$ cat src/rtl/avg_pkg.sv
// Shared sizing helpers for the sliding-window averager.
package avg_pkg;

    localparam int DEF_DATA_W     = 8;
    localparam int DEF_LOG2_DEPTH = 3;

    // Running-sum width: a full window of max samples fits without overflow.
    function automatic int sum_width(int data_w, int log2_depth);
        return data_w + log2_depth;
    endfunction

    // Window depth N.
    function automatic int depth(int log2_depth);
        return 1 << log2_depth;
    endfunction

    // Constant added before the divide-by-shift: half an LSB of the result
    // when rounding, zero when truncating.
    function automatic int round_const(int log2_depth, bit round);
        return round ? (1 << (log2_depth - 1)) : 0;
    endfunction

endpackage

$ cat src/rtl/avg_window_if.sv
// Sample-stream interface: upstream source drives samples/flush,
// the averager returns the window average and status.
interface avg_window_if #(
    parameter int DATA_W = 8
);
    logic              clear;
    logic              in_valid;
    logic [DATA_W-1:0] num_in;
    logic              out_valid;
    logic [DATA_W-1:0] ave;
    logic              full;

    modport master (output clear, in_valid, num_in,
                    input  out_valid, ave, full);
    modport slave  (input  clear, in_valid, num_in,
                    output out_valid, ave, full);
endinterface

$ cat src/rtl/avg_ring_buf.sv
// Circular sample store; the slot under the write pointer is always the
// oldest sample, so it is read combinationally for the running-sum subtract.
module avg_ring_buf
    import avg_pkg::*;
#(
    parameter int DATA_W     = DEF_DATA_W,
    parameter int LOG2_DEPTH = DEF_LOG2_DEPTH
) (
    input  logic                  clk,
    input  logic                  rs,
    input  logic                  clear,
    input  logic                  wr_en,
    input  logic [DATA_W-1:0]     wr_data,
    output logic [DATA_W-1:0]     oldest,
    output logic [LOG2_DEPTH-1:0] wr_ptr
);
    localparam int N = depth(LOG2_DEPTH);

    logic [DATA_W-1:0] mem [N];

    // Write newest over oldest; pointer wraps naturally at its width.
    always_ff @(posedge clk or negedge rs) begin
        if (!rs) begin
            for (int i = 0; i < N; i++) mem[i] <= '0;
            wr_ptr <= '0;
        end else if (clear) begin
            for (int i = 0; i < N; i++) mem[i] <= '0;
            wr_ptr <= '0;
        end else if (wr_en) begin
            mem[wr_ptr] <= wr_data;
            wr_ptr      <= wr_ptr + 1'b1;
        end
    end

    assign oldest = mem[wr_ptr];

endmodule

$ cat src/rtl/avg_window.sv
// Sliding-window moving average: running sum (add newest, drop oldest)
// over a circular buffer, registered average with optional rounding and
// optional suppression of output until the window has filled.
module avg_window
    import avg_pkg::*;
#(
    parameter int DATA_W     = DEF_DATA_W,
    parameter int LOG2_DEPTH = DEF_LOG2_DEPTH,
    parameter int ROUND      = 0,
    parameter int PRIME      = 0
) (
    input  logic         clk,
    input  logic         rs,
    avg_window_if.slave  bus
);
    localparam int N     = depth(LOG2_DEPTH);
    localparam int SUM_W = sum_width(DATA_W, LOG2_DEPTH);
    localparam int RND   = round_const(LOG2_DEPTH, ROUND != 0);
    localparam logic [LOG2_DEPTH:0] FILL_MAX = (LOG2_DEPTH+1)'(N);

    logic                  accept;
    logic [DATA_W-1:0]     oldest;
    logic [LOG2_DEPTH-1:0] wr_ptr;
    logic [SUM_W-1:0]      sum, sum_nxt, rnd_sum;
    logic [LOG2_DEPTH:0]   fill, fill_nxt;
    logic [DATA_W-1:0]     ave_q, ave_nxt;
    logic                  out_valid_q, full_q;

    // A sample presented together with clear is discarded.
    assign accept = bus.in_valid & ~bus.clear;

    avg_ring_buf #(.DATA_W(DATA_W), .LOG2_DEPTH(LOG2_DEPTH)) u_ring (
        .clk     (clk),
        .rs      (rs),
        .clear   (bus.clear),
        .wr_en   (accept),
        .wr_data (bus.num_in),
        .oldest  (oldest),
        .wr_ptr  (wr_ptr)
    );

    // Next sum, rounded average and saturating fill count.
    always_comb begin
        sum_nxt  = sum + SUM_W'(bus.num_in) - SUM_W'(oldest);
        rnd_sum  = sum_nxt + SUM_W'(RND);
        ave_nxt  = DATA_W'(rnd_sum >> LOG2_DEPTH);
        fill_nxt = (fill == FILL_MAX) ? fill : fill + 1'b1;
    end

    // Sum, fill and output registers; ave/full hold when idle.
    always_ff @(posedge clk or negedge rs) begin
        if (!rs) begin
            sum         <= '0;
            fill        <= '0;
            ave_q       <= '0;
            out_valid_q <= 1'b0;
            full_q      <= 1'b0;
        end else if (bus.clear) begin
            sum         <= '0;
            fill        <= '0;
            ave_q       <= '0;
            out_valid_q <= 1'b0;
            full_q      <= 1'b0;
        end else if (accept) begin
            sum         <= sum_nxt;
            fill        <= fill_nxt;
            ave_q       <= ave_nxt;
            out_valid_q <= (PRIME == 0) || (fill_nxt == FILL_MAX);
            full_q      <= (fill_nxt == FILL_MAX);
        end else begin
            out_valid_q <= 1'b0;
        end
    end

    assign bus.ave       = ave_q;
    assign bus.out_valid = out_valid_q;
    assign bus.full      = full_q;

endmodule

$ cat src/flat_wrapper.sv
// flat-port wrapper written by rule: the top's interface ports become plain ports
module avg_window_flat import avg_pkg::*;
#(
    parameter int DATA_W     = DEF_DATA_W,
    parameter int LOG2_DEPTH = DEF_LOG2_DEPTH,
    parameter int ROUND      = 0,
    parameter int PRIME      = 0
)
  (clk, rs, bus_clear, bus_in_valid, bus_num_in, bus_out_valid, bus_ave, bus_full);
  avg_window_if #(.DATA_W(DATA_W)) bus_i ();
  input  logic clk;
  input  logic rs;
  input wire logic [$bits(bus_i.clear)-1:0] bus_clear;
  input wire logic [$bits(bus_i.in_valid)-1:0] bus_in_valid;
  input wire logic [$bits(bus_i.num_in)-1:0] bus_num_in;
  output wire logic [$bits(bus_i.out_valid)-1:0] bus_out_valid;
  output wire logic [$bits(bus_i.ave)-1:0] bus_ave;
  output wire logic [$bits(bus_i.full)-1:0] bus_full;
  assign bus_i.clear = bus_clear;
  assign bus_i.in_valid = bus_in_valid;
  assign bus_i.num_in = bus_num_in;
  assign bus_out_valid = bus_i.out_valid;
  assign bus_ave = bus_i.ave;
  assign bus_full = bus_i.full;
  avg_window #(.DATA_W(DATA_W), .LOG2_DEPTH(LOG2_DEPTH), .ROUND(ROUND), .PRIME(PRIME)) u_core (.clk(clk), .rs(rs), .bus(bus_i));
endmodule
$ cat config.mk
export PLATFORM = sky130hd
export DESIGN_NAME = avg_window_flat
export DESIGN_NICKNAME = d
export VERILOG_FILES = /design/src/rtl/avg_pkg.sv /design/src/rtl/avg_window_if.sv /design/src/rtl/avg_ring_buf.sv /design/src/rtl/avg_window.sv /design/src/flat_wrapper.sv
export SDC_FILE = /design/constraint.sdc
export NUM_CORES = 1
export LEC_CHECK = 0
export BUFFER_PORTS_ARGS = -buffer_cell sky130_fd_sc_hd__buf_2
export CAP_MARGIN = 20
export CORE_UTILIZATION = 45
export CTS_CLUSTER_DIAMETER = 30
export DETAILED_ROUTE_END_ITERATION = 8
export HOLD_SLACK_MARGIN = 0.1
export PLACE_DENSITY = 0.66
export SYNTH_ARGS = -nofsm -noshare
export SYNTH_HDL_FRONTEND = slang
export SYNTH_HIERARCHICAL = 1
export SYNTH_SLANG_ARGS = --single-unit
$ cat constraint.sdc
create_clock -name clk -period 3.3 [get_ports clk]
set_input_delay 0.66 -clock clk [delete_from_list [all_inputs] [get_ports clk]]
set_output_delay 0.66 -clock clk [all_outputs]
set_load 0.05 [all_outputs]
==> run summary <==
Status = complete, but fails checks
Failing checks = setup timing
Clock slew at reported path FFs = 0.09 ns
Internal = 2.08 mW
Reg2reg end = u_core/sum[10]
Die X = 106 um
Layout net count = 602
DR pass1 iterations = 8
Top-count cell post-synth = nand2_1
# rows = 37
RSZ-0062 raised after global routing = true
Flop pwr share = 33.9%
HP Class = primary input to async pin
Num CTS Buffers = 9
RD Place Congestion = 0.833
Die ar. = 11200 um2
FF-to-FF path depth = 12
Clk sinks = 84
Total number of vias = 3888
Hold buffer count at CTS = 0
Vias in the first global route = 3837
Reg2reg start = u_core/u_ring/wr_ptr[0]
Global Route Usage Sum = 22.2%
Synth async-reset ratio = 100%
Final ANT Viol Nets = 0
Slew Limit Headroom = 40.1%
Max-slew violation count = 0
Avg Cell Area, Syn = 9.12 um2
I/O Buffers = 21
Final HPWL DP = 7830 um
Yosys warns = 6
Residual DRC = 0
Via-to-Cell Ratio = 5.48
#FFs+latches synth = 84
CTS tree = done
R2r setup slk = -0.07 ns
CP Data Required Time = 3.57 ns
Final hold viol count = 0
Wirelength per Cell = 16.7 um
Skew final = 0.0126 ns
Setup CP Type = flip-flop to flip-flop
Synth-to-Final Area Change = 17.4%
Sw power = 1.32 mW
EDFF count, synth = 0
Die height = 106 um
Tmin final = 3.37 ns
Mapped Nets = 565
Ports = 22
DP Worst Slack = -0.150 ns
Sw frac = 38.8%
Top post-synthesis cells by count = nand2_1, dfrtp_1, a21oi_1
N_diodes = 0
Clock power share = 20.8%
Final period util = 102%
Core area = 10400 um2
Gr ovfl total = 0
Initial antenna violation count = 0
Setup TNS Final = -0.0963 ns
Clock root buffer = clkbuf_8
CP Launch Type = flip-flop
Final worst setup slack = -0.0708 ns
Leakage = 2.48 nW
P per Cell Area = 597 nW/um2
Post-synth top area share = 43.4%
Max-Cap Viols = 0
Routed Wire Length = 11900 um
Post-synthesis sequential area ratio = 43.4%
Clock Latency Late Sink = 0.37 ns
Setup crit end kind = flip-flop
Worst Tran Pin Value = 0.898 ns
First-pass GRT wire length = 19100 um
Worst vdd ir = 0.460 mV
Clock Path Buffers = 2
Synth Flop Type = dfrtp_1
CP max FO = 7
Critical Path AT = 3.64 ns
Synth area leaders = dfrtp_1, nand2_1, a21oi_1, mux4_2, ha_1
Yosys top cell by area = dfrtp_1
Mapped Area = 4840 um2
Cell count after synthesis = 531
H-tree levels = 3
Drt initial violations = 379
Fmax = 297 MHz
Initial core utilization = 46.7%
Logic pwr share = 45.4%
Largest net degree at the start of global routing = 87
Netlist cell types = 46
Setup Viol. Count Final = 3
Layout cells sized above 1 = 24.4%
worst max-delay path by stage:
stage / cells past startpoint / endpoint / slack (ns) / from
after detailed placement: 11 / u_core/sum[10] / -0.15 / u_core/u_ring/wr_ptr[1]
after global placement: 12 / u_core/sum[10] / -0.09 / u_core/u_ring/wr_ptr[0]
after global routing: 12 / u_core/sum[10] / -0.15 / u_core/u_ring/wr_ptr[0]
after floorplan: 13 / u_core/sum[10] / -0.05 / u_core/u_ring/wr_ptr[0]
after CTS: 12 / u_core/sum[10] / -0.14 / u_core/u_ring/wr_ptr[0]
final: 12 / u_core/sum[10] / -0.07 / u_core/u_ring/wr_ptr[0]
cell type report:
| cell class | instances | area (um2) |
|---|---|---|
| clock buffer | 10 | 138 |
| clock inverter | 6 | 45.0 |
| fill | 925 | 4690 |
| sequential | 84 | 2100 |
| timing repair buffer | 62 | 502 |
| inverter | 39 | 146 |
| tap | 136 | 170 |
| multi-input combinational | 372 | 2580 |
stage by stage:
step | total power [mW] | utilization (%) | area (um2) | hold slack (ns) | std cells
detailed placement | 2.49 | 50.6 | 5250 | 0.516 | 686
global route | 3.60 | 54.8 | 5680 | 0.104 | 709
global placement | 2.45 | 50.6 | 5250 | 0.504 | 686
finish | 3.39 | 54.8 | 5680 | 0.115 | 709
floorplan | 2.18 | - | 4900 | 0.364 | 531
CTS | 3.26 | 53.4 | 5530 | 0.521 | 704
cells by family (layout without fill, tap and decap cells):
kind of cell	count (synthesis)	in the layout	share of synthesized area [%]
AOI/OAI and AO/OA	100	100	11.4
xor gates and xnor gates	10	10	1.81
adders and majority gates	22	22	6.93
buffers and inverters	75	117	7.11
DFF	84	84	43.4
muxes	32	32	11.0
and+or+nand+nor	208	208	18.4
sequential cells by signal, summed over array words and instances (netlist names):
register / count
u_core/u_ring/wr_ptr: 3
u_core/u_ring/mem: 64
u_core/bus.out_valid: 1
u_core/fill: 4
u_core/sum: 11
u_core/bus.full: 1
per-layer routing:
metal | share of wire, % | track usage [%] | up-vias | routed length, um
met4 | 1.5 | 7.94 | 0 | 182
met3 | 5.0 | 3.71 | 18 | 588
met2 | 49 | 36.9 | 101 | 5820
li1 | - | - | 1816 | -
met5 | 0 | 0 | - | 0
met1 | 44 | 29.3 | 1953 | 5270
placed cells by master (no fill, tap or decap), types with 7 or more instances in the layout:
master,count
nand2_1,143
dfrtp_1,82
a21oi_1,72
buf_4,36
inv_1,36
nor2_1,24
buf_2,20
mux4_2,14
clkbuf_8,10
nand3_1,9
mux2i_1,8
ha_1,8
mux2_4,7
timing repair:
item	in CTS	in global routing
buffers inserted	0	4
cloned	2	0
endpoints found under the setup margin	5	7
pin swaps	10	18
gates resized for setup	10	21
power by group through the flow:
stage	sequential, mW	clock [mW]	combinational [mW]
6_report	1.15	0.705	1.54
5_1_grt	1.15	0.763	1.69
4_1_cts	1.15	0.720	1.39
3_5_place_dp	1.16	0	1.33
2_1_floorplan	1.15	0	1.03
3_3_place_gp	1.16	0	1.29
critical path, stage by stage, from the launching register on:
cell and delay [ns]:
dfrtp_2 0.44, buf_12 0.15, mux4_2 0.53, mux2_4 0.28, fa_1 0.49, inv_2 0.04, ha_4 0.27, a21oi_2 0.06
or2_4 0.26, a31oi_4 0.22, o311ai_4 0.10, o41ai_2 0.08, mux2_4 0.33
(Power assumes the default switching activity.)
